`src/rtl/fetch_align.sv`:
```
// fetch_align: instruction fetch stage that drives the instruction memory address,
// decodes 1-3 word instruction length and presents one aligned bundle per cycle.
//
// Ports:
//   clk, rst          clock, asynchronous active-high reset
//   fetch_en          allow fetch to advance
//   redirect_valid    single-cycle branch/jump redirect, target in redirect_pc
//   mem_addr          byte address to the memory (combinational)
//   mem_inst[_1|_2]   words at the previously driven address, +2, +4
//   out_valid/ready   bundle handshake towards decode
//   out_pc, out_w0..2 bundle address and words (unused words are zero)
//   out_len           bundle length in words
//   fetch_count       completed handshakes, wrapping
module fetch_align #(
    parameter logic [15:0] RESET_PC = 16'h0000
) (
    input  logic        clk,
    input  logic        rst,
    input  logic        fetch_en,
    input  logic        redirect_valid,
    input  logic [15:0] redirect_pc,
    output logic [15:0] mem_addr,
    input  logic [15:0] mem_inst,
    input  logic [15:0] mem_inst_1,
    input  logic [15:0] mem_inst_2,
    output logic        out_valid,
    input  logic        out_ready,
    output logic [15:0] out_pc,
    output logic [15:0] out_w0,
    output logic [15:0] out_w1,
    output logic [15:0] out_w2,
    output logic [1:0]  out_len,
    output logic [15:0] fetch_count
);
    logic [15:0] pc_q;
    logic        mem_vld_q;
    logic [1:0]  len;
    logic [15:0] next_pc;
    logic        accept;

    always_comb begin
        len     = mem_inst[15] ? (mem_inst[14] ? 2'd3 : 2'd2) : 2'd1;
        next_pc = pc_q + {13'd0, len, 1'b0};
        accept  = mem_vld_q & fetch_en & ~redirect_valid & (~out_valid | out_ready);
        // Holding pc_q while not accepting makes the memory re-read the same words.
        mem_addr = {redirect_valid ? redirect_pc[15:1] : accept ? next_pc[15:1] : pc_q[15:1], 1'b0};
    end

    always_ff @(posedge clk or posedge rst) begin
        if (rst) begin
            pc_q        <= RESET_PC & 16'hFFFE;
            mem_vld_q   <= 1'b0;
            out_valid   <= 1'b0;
            out_pc      <= '0;
            out_w0      <= '0;
            out_w1      <= '0;
            out_w2      <= '0;
            out_len     <= '0;
            fetch_count <= '0;
        end else begin
            pc_q      <= mem_addr;
            mem_vld_q <= 1'b1;
            if (accept) begin
                out_pc    <= pc_q;
                out_w0    <= mem_inst;
                out_w1    <= len[1] ? mem_inst_1 : 16'd0;
                out_w2    <= (len == 2'd3) ? mem_inst_2 : 16'd0;
                out_len   <= len;
                out_valid <= 1'b1;
            end else if (redirect_valid | out_ready) begin
                // Redirect flushes the held bundle; otherwise it drains on ready.
                out_valid <= 1'b0;
            end
            if (out_valid & out_ready & ~redirect_valid)
                fetch_count <= fetch_count + 16'd1;
        end
    end
endmodule

```
`config.mk`:
```
export PLATFORM = sky130hd
export DESIGN_NAME = fetch_align
export DESIGN_NICKNAME = d
export VERILOG_FILES = /design/src/rtl/fetch_align.sv
export SDC_FILE = /design/constraint.sdc
export NUM_CORES = 1
export LEC_CHECK = 0
export ABC_AREA = 1
export CAP_MARGIN = 0
export CORE_UTILIZATION = 44
export DETAILED_ROUTE_END_ITERATION = 7
export PLACE_DENSITY = 0.77
export SLEW_MARGIN = 20
export SYNTH_ARGS = -nofsm -noshare
export SYNTH_HDL_FRONTEND = slang
export SYNTH_SLANG_ARGS = --single-unit
```
`constraint.sdc`:
```
create_clock -name clk -period 5.5 [get_ports clk]
set_input_delay 1.65 -clock clk [delete_from_list [all_inputs] [get_ports clk]]
set_output_delay 1.65 -clock clk [all_outputs]
set_load 0.005 [all_outputs]
```
==> run_results.csv, run 1 <==
group,metric,value,unit
finish,fin_cells,812,
timing,holdWs,486,ps
worst_setup_path,cp_common_cell,"clkdlybuf4s50_1",
logic_synthesis,synth_cells,505,
route,wl_met3,920,microns
cts,cts.sinks,97,
route,dr.pass1.iters,4,
cts,h-tree-depth,3,
worst_setup_path,cp_cell_sequence,"clkdlybuf4s50_1 > inv_1 > nand2_2 > nand2_4 > nor2_8 > xor2_1 > o21ai_0 > clkdlybuf4s50_1",
power,power_density,269,nW/um^2
finish,fill_cells,862,
placed_design,dp.cells,790,
timing,period_minus_slack,5250,ps
grt,antenna_found_initial,1,
route,route.detailed.drc,0,
floorplan,rows,36,
route,wl_per_cell,13.6,microns
route,via_count,3881,
route,top_layer,"met4",
logic_synthesis,syn_area_per_cell,8.85,sq um
timing,finalCritPeriodShare,95.5,%
grt,grt-ovfl-total,0,
power,p_leak,3.09,nW
cts,cts_buffers,9,
placed_design,numPortBuffers,164,
timing,finalSetupViolCount,0,
worst_setup_path,r2r-end,"pc_q[15]",
logic_synthesis,synthArstFlopShare,100,%
logic_synthesis,synth_area_leaders,"dfrtp_1 54%, nand2_1 16%, o21ai_0 4.6%",
timing,max_freq,0.190,GHz
logic_synthesis,synth_top_area_share,54.3,%
finish,area.sequential,2430,sq um
worst_hold_path,whs_endpoint,"out_w2[13]",
worst_setup_path,end_kind,"output port",
grt,grt_pass1_vias,3765,
floorplan,ios,168,
placed_design,place.gp.congestion,0.781,
logic_synthesis,synth_area,4470,sq um
outcome,status,"completed",
route,routed_wl,11000,microns
worst_setup_path,path_class,"in -> out",
timing,final_max_slew_viol_count,0,
placed_design,hpwl,7890,microns
logic_synthesis,post-synth-top-count-cell,"nand2_1",
worst_hold_path,hold_start,"out_w2[13]",
flow_run,max_cap_violations,0,
grt,grt_use_total,21.2,%
floorplan,die_h,103,microns
grt,grt_max_degree,90,
worst_setup_path,worst_path_max_delay_cell,"clkdlybuf4s50_1",
worst_setup_path,worstPathRequired,3850,ps
finish,synthToLayoutAreaGrowth,44.0,%
cts,clock_latency,350,ps
worst_setup_path,r2r-start,"pc_q[1]",
grt,grt_pass1_wl,17400,microns
finish,layout.nets,747,
worst_setup_path,reg2reg_depth,11,
logic_synthesis,yosys_warnings,0,
logic_synthesis,ys_types,33,
worst_setup_path,crit_fanout,5,
timing,hold_viol,0,
power,ir_drop,0.152,mV
logic_synthesis,ys_top_cells_by_count,"189 x nand2_1, 97 x dfrtp_1, 41 x o21ai_0",
timing,tightest_slew,861,ps
floorplan,initial_utilization,45.5,%
logic_synthesis,synth_largest_area_cell,"dfrtp_1",
placed_design,place_ws,-366,ps
route,drt_iter0_drc,92,
finish,layout-drive-gt1-share,9.44,%
floorplan,die_w,103,microns
route,m1WireLength,4790,microns
logic_synthesis,synth-seq-cells,97,
worst_setup_path,critPathMaxStageDelay,560,ps
cts,cts_hold_buf,0,
logic_synthesis,synth_edf_count,0,
logic_synthesis,synth_flop_cell,"dfrtp_1",
finish,multi_input_area,1750,sq um
floorplan,core-area,9820,sq um
timing,fin_ws,249,ps
worst_setup_path,arrival,3600,ps
route,antenna_left,0,
timing,grt_setup_unrepaired,"false",
worst_setup_path,startpoint_type,"input port",
route,viasPerCell,4.78,
logic_synthesis,synth.yosys.seq_area_share,54.3,%
cts,cts_buffer_depth,2,
timing,finalSetupTns,0,ps
cts,cts_tree,"yes",
route,dr_wl_met2,5170,microns
worst_hold_path,min_path_cells,2,
cts,cts_root_buf,"clkbuf_8",
worst_setup_path,reg2reg_slack,3590,ps
worst_hold_path,hold_path_class,"reg -> reg",
cts,clk_pin_slew,80,ps
timing,skew,7.57,ps
timing,maxSlewHeadroom,42.6,%
floorplan,die_area,10600,sq um
-- worst max path at each step --
stage	from	endpoint	slack (ps)
after floorplan	mem_inst[15]	mem_addr[7]	480
after global placement	mem_inst[14]	mem_addr[7]	-330
after detailed placement	mem_inst[14]	mem_addr[7]	-370
after CTS	mem_inst[14]	mem_addr[9]	-100
after global routing	mem_inst[14]	mem_addr[15]	130
final	out_ready	mem_addr[6]	250
-- worst max-delay path, delay by kind of cell --
| kind | cells | cell delay [ps] |
|---|---|---|
| buffers and inverters | 3 | 1210 |
| and+or+nand+nor | 3 | 410 |
| AOI/OAI and AO/OA | 1 | 250 |
| xor gates and xnor gates | 1 | 80 |
-- area by class of cell --
cell class | instances | area share (%)
Sequential cell | 97 | 37.7
Timing Repair Buffer | 180 | 27.3
Multi-Input combinational cell | 345 | 27.2
Tap cell | 133 | 2.59
Inverter | 41 | 2.43
Clock buffer | 11 | 2.04
Clock inverter | 4 | 0.700
Antenna cell | 1 | 0.0389
-- placed cells by master, fill, tap and decap left out, types with 6 or more instances in the layout --
cell and instances:
nand2_1 189, o21ai_1 18, buf_4 16, dfrtp_1 97
nand3_1 15, nor2_1 14, clkbuf_8 9, xor2_1 8
xnor2_1 6, inv_1 37, o21ai_0 39, nand4_1 8
clkdlybuf4s50_1 155
-- metal layers --
layer | vias up | GRT usage (%)
met3 | 9 | 4.41
met2 | 149 | 36.1
met4 | 0 | 8.67
met5 | - | 0
li1 | 1923 | -
met1 | 1800 | 26.5
-- kinds of logic (layout without fill, tap and decap cells) --
family / Yosys count / in the layout / synth area share, %
compound gates: 66 / 66 / 7.59
xor+xnor: 14 / 14 / 2.74
fa+ha+maj: 4 / 4 / 1.29
buf+inv: 64 / 236 / 7.00
flops: 97 / 97 / 54.3
mux: 1 / 1 / 0.252
other cells: 2 / 4 / 0.168
simple gates: 257 / 257 / 26.7
-- state kept, by name (all words and copies together) (netlist names) --
register	count
fetch_count	16
out_w0	16
out_w1	16
out_w2	16
out_pc	15
pc_q	15
mem_vld_q	1
out_len	1
out_valid	1
-- timing repair --
item / 4_1_cts / 5_1_grt
pin swaps: 1 / 3
gates resized for setup: 12 / 6
buffers inserted: 2 / 4
endpoints found under the setup margin: 7 / 12
-- report_power, final --
group	leakage, nW	switching, mW	total (mW)	internal (mW)
Sequential	1.24	0.0612	0.864	0.803
Combinational	1.75	0.170	0.425	0.254
Clock	0.0929	0.235	0.441	0.206
Total	3.09	0.466	1.73	1.26
-- metrics by stage --
stage	cell area, sq um	utilization, %	power (mW)
after CTS	6400	65.2	1.75
final	6440	65.6	1.73
after global routing	6440	65.6	1.83
after detailed placement	6200	63.1	1.31
after global placement	6200	63.1	1.29
after floorplan	4470	-	1.03
(Power assumes the default switching activity.)
==> run 2: changes to the inputs <==
- GPL_ROUTABILITY_DRIVEN: not set -> 0
- PLACE_DENSITY: 0.77 -> 0.91
==> run 2 against run 1 <==
- register-to-register slack gained 40 ps
- clock skew grew 2.8 ps
- hold slack gained 4.5 ps
- core utilization grew 0.85 points
- global-route usage grew 0.37 points
- total power grew 0.54%
- maximum frequency shrank 0.63%
- via count grew 3.2%
- sequential share of layout area shrank 0.48 points
- critical endpoint is now mem_addr[4]
- largest cell class unchanged
==> run_results.csv, run 2 (synthesized netlist as in run 1, its figures left out) <==
group,metric,value,unit
grt,grt-ovfl-total,0,
power,total_power,1.74,mW
finish,layout.nets,753,
cts,clk_pin_slew,100,ps
timing,tightest_slew,715,ps
power,ir_drop,0.130,mV
worst_setup_path,r2r-start,"pc_q[1]",
timing,maxSlewHeadroom,52.3,%
route,dr.pass1.iters,5,
timing,skew,10.4,ps
finish,final_common_cell,"nand2_1",
worst_setup_path,path_buf_inv,3,
floorplan,rows,36,
route,route.detailed.drc,0,
cts,h-tree-depth,3,
route,routed_wl,11500,microns
worst_setup_path,end_kind,"output port",
cts,clock_latency,360,ps
finish,finish.instance_area,6520,sq um
cts,cts_buffer_depth,2,
placed_design,numPortBuffers,164,
timing,final_max_slew_viol_count,0,
worst_setup_path,arrival,3630,ps
worst_setup_path,path_class,"in -> out",
timing,finalSetupViolCount,0,
grt,grt_max_degree,83,
cts,cts_buffers,9,
route,viasPerCell,4.89,
finish,final_cell_mix,"187 x nand2_1, 153 x clkdlybuf4s50_1, 97 x dfrtp_1",
route,antenna_left,0,
finish,synthToLayoutAreaGrowth,45.9,%
cts,cts_tree,"yes",
floorplan,die_w,103,microns
worst_setup_path,crit_fanout,15,
power,p_leak,3.15,nW
worst_hold_path,hold_path_class,"reg -> reg",
flow_run,max_cap_violations,0,
route,drt_iter0_drc,95,
finish,layout-drive-gt1-share,11.4,%
finish,fill_cells,796,
grt,grt_pass1_vias,3747,
finish,diodes,0,
grt,antenna_found_initial,0,
worst_setup_path,cp_common_cell,"clkdlybuf4s50_1",
floorplan,core-area,9820,sq um
timing,period_minus_slack,5280,ps
timing,hold_viol,0,
floorplan,die_area,10600,sq um
power,power_density,267,nW/um^2
worst_setup_path,worstPathRequired,3850,ps
outcome,status,"completed",
timing,finalCritPeriodShare,96.1,%
grt,grt_use_total,21.6,%
worst_setup_path,cp-startpoint,"fetch_en",
worst_setup_path,startpoint_type,"input port",
floorplan,die_h,103,microns
route,via_count,4004,
worst_hold_path,hold_start,"out_w0[1]",
worst_setup_path,critPathMaxStageDelay,570,ps
timing,grt_setup_unrepaired,"false",
worst_setup_path,cp_cell_sequence,"clkdlybuf4s50_1 > nand2_1 > nor2_2 > nand2_4 > inv_2 > nand4_1 > a21oi_1 > clkdlybuf4s50_1",
floorplan,initial_utilization,45.5,%
cts,cts.sinks,97,
timing,holdWs,491,ps
grt,grt_pass1_wl,17500,microns
worst_setup_path,critical_path.top_delay_family,"buffers and inverters",
route,wl_per_cell,14.1,microns
floorplan,ios,168,
worst_setup_path,worst_path_max_delay_cell,"clkdlybuf4s50_1",
cts,cts_root_buf,"clkbuf_8",
placed_design,hpwl,8040,microns
placed_design,placed_area,6200,sq um
timing,max_freq,0.189,GHz
-- run 2: cell types whose count changed in the layout (fill, tap and decap cells not counted), sizes merged, moves of 2 or more --
cell / delta
buf: +6
clkbuf: +3
clkdlybuf4s50: -2
dlymetal6s2s: +2
-- run 2: area by class of cell --
cell class / count / area [sq um] / area share, %
inverters: 41 / 159 / 2.44
clock buffers: 12 / 155 / 2.38
multi-input cells: 345 / 1780 / 27.2
repair buffers: 186 / 1810 / 27.8
clock inverters: 4 / 26.3 / 0.403
well taps: 133 / 166 / 2.55
flip-flops and latches: 97 / 2430 / 37.2
-- run 2: report_power, final --
part	leakage [nW]	total (mW)	internal, mW	switching [mW]
clock	0.0928	0.439	0.190	0.249
combinational	1.82	0.434	0.258	0.176
sequential	1.24	0.866	0.803	0.0633
-- run 2: per-stage QoR --
step / utilization [%] / setup WS (ps) / TNS, ps / cells
floorplan: - / 480 / 0 / 506
global placement: 63.1 / -319 / -1840 / 790
detailed placement: 63.1 / -335 / -2130 / 790
CTS: 65.3 / -102 / -108 / 808
global route: 66.4 / 45.7 / 0 / 818
finish: 66.4 / 215 / 0 / 818
-- run 2: per-layer routing --
layer / global-route usage, % / wire, microns
met1: 25.8 / 4660
met2: 37.5 / 5860
met3: 5.97 / 808
met4: 7.69 / 175
met5: 0 / 0
-- run 2: timing repair --
item	CTS	global route
endpoints found under the setup margin	12	11
buffers inserted	2	10
hold endpoints to repair	0	0
hold buffers	0	0
pin swaps	2	6
resized for setup	17	16
-- run 2: worst reg2reg max path: stages, from the launching register on --
cell and delay, ps:
dfrtp_1 370, ha_2 190, inv_1 50, fa_2 340, nand3b_4 190, nor2_4 160, buf_6 130, nand3_1 60
nand3_1 100, nand2_1 70, buf_4 130
-- run 2: path summary, 6_finish.rpt --
kind / depth (start not counted) / slack (ps) / end
worst min-delay path: 2 / 490 / out_w0[1]
worst max-delay path: 8 / 220 / mem_addr[4]
min in group asynchronous: 2 / 1770 / out_w2[0]
worst min register to register: 2 / 490 / out_w0[1]
worst max register to register: 10 / 3630 / pc_q[11]
max in group asynchronous: 3 / 2960 / out_w1[9]
